File: config.mk
export PLATFORM = sky130hd
export DESIGN_NAME = exc_unit
export DESIGN_NICKNAME = d
export VERILOG_FILES = /design/src/rtl/exc_pkg.sv /design/src/rtl/cp0_regs.sv /design/src/rtl/exc_unit.sv
export SDC_FILE = /design/constraint.sdc
export NUM_CORES = 1
export LEC_CHECK = 0
export CORE_MARGIN = 3
export CORE_UTILIZATION = 39
export CTS_CLUSTER_SIZE = 8
export DETAILED_ROUTE_END_ITERATION = 16
export GPL_TIMING_DRIVEN = 0
export PLACE_DENSITY = 0.77
export SYNTH_ARGS = -nofsm -noshare
export SYNTH_HDL_FRONTEND = slang
export SYNTH_HIERARCHICAL = 1
export SYNTH_SLANG_ARGS = --single-unit
File: constraint.sdc
create_clock -name clk -period 2.14 [get_ports clk]
set_input_delay 0.428 -clock clk [delete_from_list [all_inputs] [get_ports clk]]
set_output_delay 0.428 -clock clk [all_outputs]
set_load 0.005 [all_outputs]
File: src/rtl/exc_pkg.sv
// Shared types and constants for the exception responder and its CP0 register set.
package exc_pkg;

    typedef enum logic [2:0] {
        StIdle,
        StFlush,
        StVector,
        StHandler,
        StReturn
    } state_e;

    localparam logic [4:0] EXC_RI = 5'd10;
    localparam logic [4:0] EXC_OV = 5'd12;

    localparam logic [4:0] STATUS = 5'd12;
    localparam logic [4:0] CAUSE  = 5'd13;
    localparam logic [4:0] EPC    = 5'd14;

endpackage

File: src/rtl/cp0_regs.sv
// CP0 storage for EPC, cause code, sticky lost flag and EXL, with mtc0 gating and mfc0 read mux.
module cp0_regs
    import exc_pkg::*;
#(
    parameter int unsigned ADDR_W = 32
) (
    input  logic              clk,
    input  logic              reset_n,
    input  logic              capture,
    input  logic [ADDR_W-1:0] capture_pc,
    input  logic [4:0]        capture_code,
    input  logic              set_lost,
    input  logic              clr_exl,
    input  logic              in_handler,
    input  logic              we,
    input  logic [4:0]        addr,
    input  logic [31:0]       wdata,
    output logic [31:0]       rdata,
    output logic [ADDR_W-1:0] epc,
    output logic              exl
);

    logic [4:0] exccode;
    logic       lost;
    logic       wr_epc;
    logic       wr_status;

    assign wr_epc    = in_handler && we && (addr == EPC);
    assign wr_status = in_handler && we && (addr == STATUS);

    always_ff @(posedge clk or negedge reset_n) begin
        if (!reset_n) begin
            epc     <= '0;
            exccode <= '0;
            lost    <= 1'b0;
            exl     <= 1'b0;
        end else begin
            if (capture) begin
                epc     <= capture_pc;
                exccode <= capture_code;
                exl     <= 1'b1;
            end else if (wr_epc) begin
                epc <= ADDR_W'(wdata);
            end
            if (clr_exl) begin
                exl <= 1'b0;
            end
            // A nested fault in the same cycle as a software clear keeps the flag set.
            if (set_lost) begin
                lost <= 1'b1;
            end else if (wr_status) begin
                lost <= wdata[4];
            end
        end
    end

    always_comb begin
        rdata = '0;
        case (addr)
            STATUS:  rdata = {27'b0, lost, 2'b0, exl, 1'b0};
            CAUSE:   rdata = {25'b0, exccode, 2'b0};
            EPC:     rdata = 32'(epc);
            default: rdata = '0;
        endcase
    end

endmodule

File: src/rtl/exc_unit.sv
// Exception responder: captures faults, then sequences flush, vector, handler and return.
module exc_unit
    import exc_pkg::*;
#(
    parameter logic [31:0] VECTOR_ADDR = 32'h8000_0180,
    parameter int unsigned ADDR_W      = 32
) (
    input  logic              clk,
    input  logic              reset_n,
    input  logic              exception,
    input  logic              overflow,
    input  logic              eret,
    input  logic [ADDR_W-1:0] instr_pc,
    input  logic              cp0_we,
    input  logic [4:0]        cp0_addr,
    input  logic [31:0]       cp0_wdata,
    output logic [31:0]       cp0_rdata,
    output logic              flush,
    output logic              redirect,
    output logic [ADDR_W-1:0] redirect_pc,
    output logic              exl
);

    state_e            state;
    state_e            state_next;
    logic              capture;
    logic              set_lost;
    logic              clr_exl;
    logic [4:0]        code;
    logic [ADDR_W-1:0] epc;

    // eret outside the handler is illegal, so it shares the RI code with the decoder fault.
    assign code = (exception || eret) ? EXC_RI : EXC_OV;

    always_ff @(posedge clk or negedge reset_n) begin
        if (!reset_n) begin
            state <= StIdle;
        end else begin
            state <= state_next;
        end
    end

    always_comb begin
        state_next  = state;
        capture     = 1'b0;
        set_lost    = 1'b0;
        clr_exl     = 1'b0;
        flush       = 1'b0;
        redirect    = 1'b0;
        redirect_pc = '0;
        unique case (state)
            StIdle: begin
                if (exception || overflow || eret) begin
                    capture    = 1'b1;
                    state_next = StFlush;
                end
            end
            StFlush: begin
                flush      = 1'b1;
                state_next = StVector;
            end
            StVector: begin
                redirect    = 1'b1;
                redirect_pc = ADDR_W'(VECTOR_ADDR);
                state_next  = StHandler;
            end
            StHandler: begin
                if (eret) begin
                    state_next = StReturn;
                end else if (exception || overflow) begin
                    set_lost = 1'b1;
                end
            end
            StReturn: begin
                flush       = 1'b1;
                redirect    = 1'b1;
                redirect_pc = epc;
                clr_exl     = 1'b1;
                state_next  = StIdle;
            end
            default: state_next = StIdle;
        endcase
    end

    cp0_regs #(
        .ADDR_W(ADDR_W)
    ) u_cp0_regs (
        .clk          (clk),
        .reset_n      (reset_n),
        .capture      (capture),
        .capture_pc   (instr_pc),
        .capture_code (code),
        .set_lost     (set_lost),
        .clr_exl      (clr_exl),
        .in_handler   (state == StHandler),
        .we           (cp0_we),
        .addr         (cp0_addr),
        .wdata        (cp0_wdata),
        .rdata        (cp0_rdata),
        .epc          (epc),
        .exl          (exl)
    );

endmodule

* Word-level counts from Yosys, hierarchy flattened
Cells that the tools add are included.
Storage, ports and cells: flip-flop bits (word level) 42, input port bits 75, output and inout bits 67, logic and storage cells 47
Operators by class: equal/unequal tests 9, multiplexer cells 20, reduce and logical (&&, ||, !) cells 13
Operators by type and width (count):
- 32-bit one-hot mux with 3 select lines | 1
- 32-bit 2-to-1 mux | 2
- 32-bit one-hot mux with 2 select lines | 1
- 5-bit by 4-bit equality test with 1-bit output, second input constant | 3
- 1-bit 2-to-1 mux | 12
- 3-bit one-hot mux with 4 select lines | 1
- 3-bit 2-to-1 mux | 3
- 3-bit by 2-bit equality test with 1-bit output, second input constant | 2
- 2-bit nonzero test | 3
- 2-bit != test, second input constant | 2
- 2-bit OR reduction | 2
- 3-bit by 1-bit equality test with 1-bit output, second input constant | 1
- 3-bit equality test, second input constant | 1
- 1-bit logical AND | 3
- 3-bit zero test | 1
- 1-bit logical OR | 3
- 2-bit AND reduction | 1

* Logic depth before layout (Yosys ltp)
Gate-level depths: netlist (run 1).
depth after elaboration 6, depth in mapped cells 8, gate-level depth less buffers 5

* Hierarchy
Netlist (run 1), hierarchy kept.
By module, submodules not included:
- cp0_regs | times used 1, cells each 253, area an instance 2314.7 sq um, seq. area each 975.9 sq um
- exc_unit | times used 1, cells each 64, area an instance 445.4 sq um, seq. area each 75.1 sq um

* Worst setup path before layout (run 1)
OpenSTA, ideal clock, no wires.
path type register -> register, start point reg state[0], end point reg u_cp0_regs.exccode[0], library setup time 0.125 ns, arrival 1.639 ns, data required time 2.015 ns, setup slack 0.376 ns, cell stages (with the launch flop) 6, path buffers 3, clock period less this slack 1.764 ns, path through dfrtp_1 -> buf_2 -> nor4_1 -> clkbuf_1 -> clkbuf_1 -> mux2_2
Between the ends: word-level cells in the longest chain between the ends 2
Ends and longest elaborated chain:
- from (decl) | line exc_unit.sv:24 | state_e state;
- from (signal assigned) | line exc_unit.sv:37 | state <= StIdle;
- from (signal assigned) | line exc_unit.sv:39 | state <= state_next;
- 3-bit zero test | line exc_unit.sv:51 | unique case (state)
- 1-bit 2-to-1 mux | line exc_unit.sv:51
- net capture | line exc_unit.sv:26 | logic capture;
- to (signal assigned) | line cp0_regs.sv:40 | exccode <= capture_code;
- to (decl) | line cp0_regs.sv:23 | logic [4:0] exccode;
The timed path passes the listed nets, and every way through them passes these cells. A chain may end at the register's enable or synchronous reset.

* Worst setup path in the final report (run 1)
start point reg state[1], end point out redirect_pc[31]
Between the ends: word-level cells in the longest chain between the ends 2, elaborated cells on any way between the ends 3, those cells by class 2 x eq/ne; 1 x mux
Ends and longest elaborated chain:
- 3-bit equality test or 3-bit by 2-bit equality test with 1-bit output (tied branches) | line exc_unit.sv:51
- 32-bit one-hot mux with 2 select lines (*) | line exc_unit.sv:51
- to (decl) | line exc_unit.sv:20 | output logic [ADDR_W-1:0] redirect_pc,
Mark *: on every way between the ends. The rest lies on a longest branch, timed or not.

==> implementation parameters, run 1 <==
Parameter                              Value

Pwr
  Switching share of total power    37.08%
  Part of the power in registers    38.2%
  Power Internal    2389 uW
  Power density normalized to cell area    838.7 nW/um^2
  Clock group share of total power    14.4%
  Net switching power    1408 uW
  Combinational fraction of design power    47.4%
  Leakage power    0.002006 uW
  Worst VDD drop    0.0003964 V

Clocking
  Number of clock sinks    42
  CTS tree    done
  Clock Tree Buf Depth    2
  Worst-Skew Late Latency    300 ps
  Clock slew seen by the registers of the worst setup and hold paths    90 ps
  Number of buffers inserted during clock tree synthesis    5
  Number of levels in the clock H-tree    2
  Clock root buffer    sky130_fd_sc_hd__clkbuf_8

Global route
  Gr ovfl total    0
  Via count of the first global-routing pass    3083
  Gr usage total    24.92%
  Maximum number of pins on one net before global-route repair    30
  Wire length of the first global-routing pass    16440 um
  Antenna violations before repair    0

Cells and area
  Post-synthesis to final-layout area growth    64.01%
  Most common cell after layout, fill and taps aside    sky130_fd_sc_hd__clkdlybuf4s50_1
  FILL cells    620
  Leading cell types in the layout, fill and taps excluded    sky130_fd_sc_hd__clkdlybuf4s50_1, sky130_fd_sc_hd__and2_1, sky130_fd_sc_hd__dfrtp_1
  End-of-flow core utilization    66.26%
  Number of nets at the end of the flow    561
  Layout cell share with drive strength beyond 1    19.51%
  ANT cells    0

Worst setup path
  Type of the worst setup path    flop to output port
  Delay-heaviest family, CP    buffers and inverters
  Kind of start point of the critical path    flop
  Endpoint required time on the critical path    1710 ps
  Element type at the critical path end    output port
  Delay of the slowest critical-path stage    510 ps
  Critical path peak fanout    10
  Cells along the critical path    buf_4 > nand3b_1 > a21oi_1 > clkdlybuf4s50_1
  Slowest cell on the critical path    sky130_fd_sc_hd__clkdlybuf4s50_1
  Crit path buf inv count    2
  Arrival time reported for the critical path endpoint    1710 ps

Route
  Initial DRC Count    115
  Detail-routed via count per cell    5.319
  Detailed Route WL    10230 um
  Antenna Violating Nets Remaining    0
  DRC viols    0
  Detail-routed net length per standard cell    17.55 um
  Via total after detailed routing    3101
  Number of search-and-repair iterations in the first detailed-routing pass    4

Logic synthesis
  Number of different library cells in the post-synthesis netlist    35
  Syn Std Cell Area    2760 um^2
  Seq cells post-synth    42
  Post-Synthesis Cells    317
  Ys flop type    sky130_fd_sc_hd__dfrtp_1
  Proportion of synthesized flip-flops having asynchronous set or reset    100.0%
  Sequential share of the synthesized area    38.08%
  Syn_area_per_cell    8.707 um^2
  Count of synthesis-stage warnings from yosys    6
  Number of enable flip-flop cells after synthesis    0

STA
  Summed negative setup slack over all endpoints    0 ps
  RSZ-0062 raised after global routing    true
  Highest attainable clock frequency    0.4685 GHz
  Max Slew Vio Count    0
  Ratio of final minimum period to clock period    99.74%
  Total setup violations reported at the end of the flow    0
  Final Hold Vio Count    0
  Min Clock Period, post-route    2134 ps
  Post-route worst setup slack    5.604 ps
  Worst clock skew on the final layout    7.949 ps

Job
  Maximum Capacitance Violations    0

Run status
  Run status    finished clean

Place
  Final Wtd Congestion    0.8351
  Number of buffers inserted by port buffering    141
  Worst setup slack before clock tree synthesis    -1281 ps
  Sum of net half-perimeters after detailed placement    7138 um

Floorplanning
  Total number of placement rows    30
  Boundary pin count    142
  Overall die width    90.13 um
  Floorplan core area    6832 um^2
  Starting density of the core    40.40%
  Die Outline Area    8123 um^2
  Overall die height    90.13 um

Worst hold path
  Class of the worst hold path    input pin to asynchronous set/reset pin
[path summary, 6_finish.rpt]
path | startpoint | to | slack (ps) | depth (start not counted)
max in group asynchronous | reset_n | u_cp0_regs/exl | 1630 | 2
worst max register to register | state[0] | u_cp0_regs/epc[15] | 210 | 8
worst min-delay path | reset_n | u_cp0_regs/epc[11] | 20 | 1
worst max-delay path | state[1] | redirect_pc[31] | 6 | 4
worst min register to register | u_cp0_regs/exccode[3] | u_cp0_regs/exccode[3] | 510 | 1
min in group clk | u_cp0_regs/exccode[3] | u_cp0_regs/exccode[3] | 510 | 1
[flip-flops by register name, indices dropped and copies added, names as in the netlist]
name and cells:
u_cp0_regs/epc 32, u_cp0_regs/exccode 5, u_cp0_regs/lost 1, state 3, u_cp0_regs/exl 1
[per-stage QoR]
step,hold WS [ps],area (um^2),power [uW],std cells
after floorplan,132.4,2764,2451,318
after global placement,489.0,4295,3137,555
after detailed placement,362.7,4310,3220,556
after CTS,31.22,4564,3789,582
after global routing,30.88,4527,4092,583
final,20.02,4527,3797,583
[cells by family after synthesis]
family / after synthesis / share of synthesized area [%]
DFF: 42 / 38.08
and+or+nand+nor: 121 / 28.01
xor gates and xnor gates: 1 / 0.3174
muxes: 7 / 2.765
buffers and inverters: 35 / 5.666
other: 2 / 0.2721
AOI/OAI and AO/OA: 109 / 24.89
[area by class of cell]
class	instances	area (um^2)	share of cell area, %
clock inverters	1	5.005	0.1106
repair buffers	162	1464	32.34
flip-flops and latches	42	1051	23.22
well taps	96	120.1	2.653
inverters	1	3.754	0.08292
multi-input cells	241	1602	35.38
clock buffers	7	86.33	1.907
plain buffers	33	195.2	4.312
[Yosys cell counts (2+ instances only)]
library cell / instances / share of area, %
sky130_fd_sc_hd__a21oi_1: 37 / 6.7
sky130_fd_sc_hd__clkbuf_1: 20 / 2.7
sky130_fd_sc_hd__mux2i_1: 2 / 0.73
sky130_fd_sc_hd__a22oi_1: 4 / 1.1
sky130_fd_sc_hd__buf_4: 3 / 0.82
sky130_fd_sc_hd__o21ai_0: 27 / 4.9
sky130_fd_sc_hd__dfrtp_1: 42 / 38
sky130_fd_sc_hd__nand3b_1: 4 / 1.1
sky130_fd_sc_hd__or2_2: 2 / 0.45
sky130_fd_sc_hd__nor2b_1: 34 / 7.7
sky130_fd_sc_hd__nor3b_2: 2 / 0.91
sky130_fd_sc_hd__o21ai_1: 5 / 0.91
sky130_fd_sc_hd__nor2_1: 9 / 1.2
sky130_fd_sc_hd__a41oi_1: 32 / 10
sky130_fd_sc_hd__nor4_1: 2 / 0.45
sky130_fd_sc_hd__buf_2: 11 / 2.0
sky130_fd_sc_hd__conb_1: 2 / 0.27
sky130_fd_sc_hd__nand2b_1: 2 / 0.45
sky130_fd_sc_hd__mux2_2: 5 / 2.0
sky130_fd_sc_hd__and2_1: 56 / 13
sky130_fd_sc_hd__nor3_1: 2 / 0.36
[layer usage]
| metal | global-route usage (%) | share of wire [%] | up-vias |
|---|---|---|---|
| li1 | - | - | 1469 |
| met1 | 32.70 | 42 | 1487 |
| met2 | 40.82 | 49 | 124 |
| met3 | 5.188 | 6.4 | 21 |
| met4 | 8.546 | 2.6 | 0 |
| met5 | 0 | 0 | - |
[repair_timing]
action                                  CTS  global route
gates cloned                              3             0
pin swaps                                 1             2
hold buffers                              0             0
resized for setup                       157            30
endpoints found under the setup margin   68            76
hold endpoints to repair                  0             0
buffers inserted                         15             3
[power by group through the flow]
stage | clock network, uW | logic, uW | registers, uW
floorplan | 0 | 1100 | 1350
global placement | 0 | 1710 | 1430
detailed placement | 0 | 1770 | 1450
CTS | 555 | 1790 | 1450
global route | 588 | 2000 | 1500
finish | 548 | 1800 | 1450
Note: power is estimated with default switching activity, not from simulation.
==> inputs of run 2 (changes only) <==
CAP_MARGIN = 25   (was not set)
SETUP_SLACK_MARGIN = 0.3   (was not set)
==> implementation parameters, run 2 (synthesized netlist as in run 1, its figures left out) <==
Parameter                              Value

Floorplanning
  Floorplan core area    6832 um^2 (unchanged)
  Overall die width    90.13 um (unchanged)
  Boundary pin count    142 (unchanged)
  Starting density of the core    40.40% (unchanged)
  Overall die height    90.13 um (unchanged)
  Total number of placement rows    30 (unchanged)
  Die Outline Area    8123 um^2 (unchanged)

STA
  Worst clock skew on the final layout    11.56 ps (was 7.949 ps)
  Worst-case hold slack    15.90 ps (was 20.02 ps)
  Total setup violations reported at the end of the flow    0 (unchanged)
  Min Clock Period, post-route    2066 ps (was 2134 ps)
  Ratio of final minimum period to clock period    96.52% (was 99.74%)
  Final Hold Vio Count    0 (unchanged)
  Relative slew margins    65.82%
  Highest attainable clock frequency    0.4841 GHz (was 0.4685 GHz)
  Transition at the pin with the smallest max-transition slack    512.7 ps
  RSZ-0062 raised after global routing    true (unchanged)
  Max Slew Vio Count    0 (unchanged)

Clocking
  Number of buffers inserted during clock tree synthesis    5 (unchanged)
  CTS tree    done (unchanged)
  Worst-Skew Late Latency    310 ps (was 300 ps)
  Clock Tree Buf Depth    2 (unchanged)
  Number of levels in the clock H-tree    2 (unchanged)
  Clock slew seen by the registers of the worst setup and hold paths    90 ps (about the same)
  Clock root buffer    sky130_fd_sc_hd__clkbuf_8 (unchanged)
  Number of clock sinks    42 (unchanged)

Pwr
  Power density normalized to cell area    815.9 nW/um^2 (was 838.7 nW/um^2)
  Leakage power    0.002302 uW (was 0.002006 uW)
  Total power consumption of the routed design    4404 uW (was 3797 uW)
  Worst VDD drop    0.0004405 V (was 0.0003964 V)

Route
  Number of search-and-repair iterations in the first detailed-routing pass    5 (was 4)
  Detail-routed via count per cell    5.580 (was 5.319)
  Via total after detailed routing    3404 (was 3101)
  Antenna Violating Nets Remaining    0 (unchanged)
  Initial DRC Count    270 (was 115)
  Detail-routed net length per standard cell    19.99 um (was 17.55 um)
  DRC viols    0 (unchanged)
  Detailed Route WL    12200 um (was 10230 um)

Worst setup path
  Type of the worst setup path    flop to output port (unchanged)
  Arrival time reported for the critical path endpoint    1640 ps (was 1710 ps)
  Slowest cell on the critical path    sky130_fd_sc_hd__dfrtp_1 (was sky130_fd_sc_hd__clkdlybuf4s50_1)
  Critical path peak fanout    6 (was 10)
  Depth of the worst register-to-register path    10 (was 8)
  Worst setup slack for register-to-register paths    170 ps (was 210 ps)
  Crit path buf inv count    5 (was 2)
  Cell seen most often among critical-path stages    sky130_fd_sc_hd__buf_6
  Endpoint required time on the critical path    1710 ps (about the same)
  Element type at the critical path end    output port (unchanged)
  Origin of the critical flop-to-flop path    state[1] (was state[0])
  Delay-heaviest family, CP    buffers and inverters (unchanged)
  Delay of the slowest critical-path stage    410 ps (was 510 ps)
  R2r endpoint    u_cp0_regs/epc[18] (was u_cp0_regs/epc[15])
  Stages on worst setup path    7 (was 4)
  Cells along the critical path    nor3b_4 > buf_6 > buf_6 > buf_6 > buf_6 > and2_4 > buf_6 (was buf_4 > nand3b_1 > a21oi_1 > clkdlybuf4s50_1)
  Kind of start point of the critical path    flop (unchanged)

Place
  DP Area    4310 um^2 (unchanged)
  Final Wtd Congestion    0.8351 (unchanged)
  Sum of net half-perimeters after detailed placement    7138 um (unchanged)
  Cell count after placement    556 (unchanged)
  Number of buffers inserted by port buffering    141 (unchanged)

Cells and area
  Most common cell after layout, fill and taps aside    sky130_fd_sc_hd__buf_6 (was sky130_fd_sc_hd__clkdlybuf4s50_1)
  FILL cells    471 (was 620)
  Non-filler cells in the finished layout    610 (was 583)
  End-of-flow core utilization    79.01% (was 66.26%)
  Post-synthesis to final-layout area growth    95.56% (was 64.01%)
  Number of nets at the end of the flow    588 (was 561)
  Max reg flops    32 (unchanged)
  Largest register by flop count    u_cp0_regs/epc (unchanged)
  Leading cell types in the layout, fill and taps excluded    sky130_fd_sc_hd__buf_6, sky130_fd_sc_hd__clkdlybuf4s50_1, sky130_fd_sc_hd__and2_4 (was sky130_fd_sc_hd__clkdlybuf4s50_1, sky130_fd_sc_hd__and2_1, sky130_fd_sc_hd__dfrtp_1)
  ANT cells    0 (unchanged)
  Layout cell share with drive strength beyond 1    44.16% (was 19.51%)
  Largest registers    u_cp0_regs/epc x32, u_cp0_regs/exccode x5, state x3 (unchanged)
  Non-Filler Cell Area, Final    5398 um^2 (was 4527 um^2)

Global route
  Gr usage total    26.11% (was 24.92%)
  Antenna violations before repair    0 (unchanged)
  Maximum number of pins on one net before global-route repair    30 (unchanged)
  Via count of the first global-routing pass    3214 (was 3083)
  Wire length of the first global-routing pass    17180 um (was 16440 um)
  Gr ovfl total    0 (unchanged)

Worst hold path
  Class of the worst hold path    input pin to asynchronous set/reset pin (unchanged)

Job
  Maximum Capacitance Violations    0 (unchanged)

Run status
  Run status    finished clean (unchanged)
[run 2: routing by layer]
metal | global-route usage (%) | share of wire [%] | up-vias
met2 | 43.62 | 51 | 178
met1 | 34.32 | 40 | 1683
met3 | 5.774 | 7.0 | 20
li1 | - | - | 1523
met4 | 6.505 | 2.0 | 0
met5 | 0 | 0 | -
[run 2: stage by stage]
stage / worst slack [ps] / TNS (ps)
final: 74.47 / 0
after global routing: 19.68 / 0
after CTS: 72.90 / 0
after detailed placement: -1281 / -38060
after global placement: -1254 / -59880
after floorplan: 376.2 / 0
[run 2: final cells by class]
cell class	count	area [um^2]	share of cell area, %
multi-input cells	241	1834	33.98
plain buffers	34	279.0	5.169
flip-flops and latches	42	1051	19.47
repair buffers	188	2018	37.39
inverters	1	3.754	0.06954
clock buffers	7	86.33	1.599
well taps	96	120.1	2.225
clock inverters	1	5.005	0.09272
[run 2: how the worst max path moves through the flow]
stage,from,end,slack (ps)
after CTS,state[2],redirect_pc[27],70
after floorplan,state[0],u_cp0_regs/exccode[0],380
after global placement,cp0_addr[3],cp0_rdata[20],-1250
final,state[0],redirect_pc[13],70
after detailed placement,cp0_addr[3],cp0_rdata[30],-1280
after global routing,state[0],redirect_pc[13],20
[run 2: what timing repair did]
action                                  4_1_cts  5_1_grt
endpoints found under the setup margin      104      104
endpoints found under the hold margin         0        0
pin swaps                                    42       43
setup buffers                                29        7
gates cloned                                  5        5
gates resized for setup                     369      127
hold buffers                                  0        0
[run 2: power by group]
part | internal (uW) | total, uW | switching, uW | leakage (uW)
Combinational | 1290 | 2330 | 1040 | 0.00179
Sequential | 1180 | 1520 | 332 | 0.000465
Clock | 261 | 556 | 295 | 0.0000482
Total | 2730 | 4400 | 1670 | 0.00230
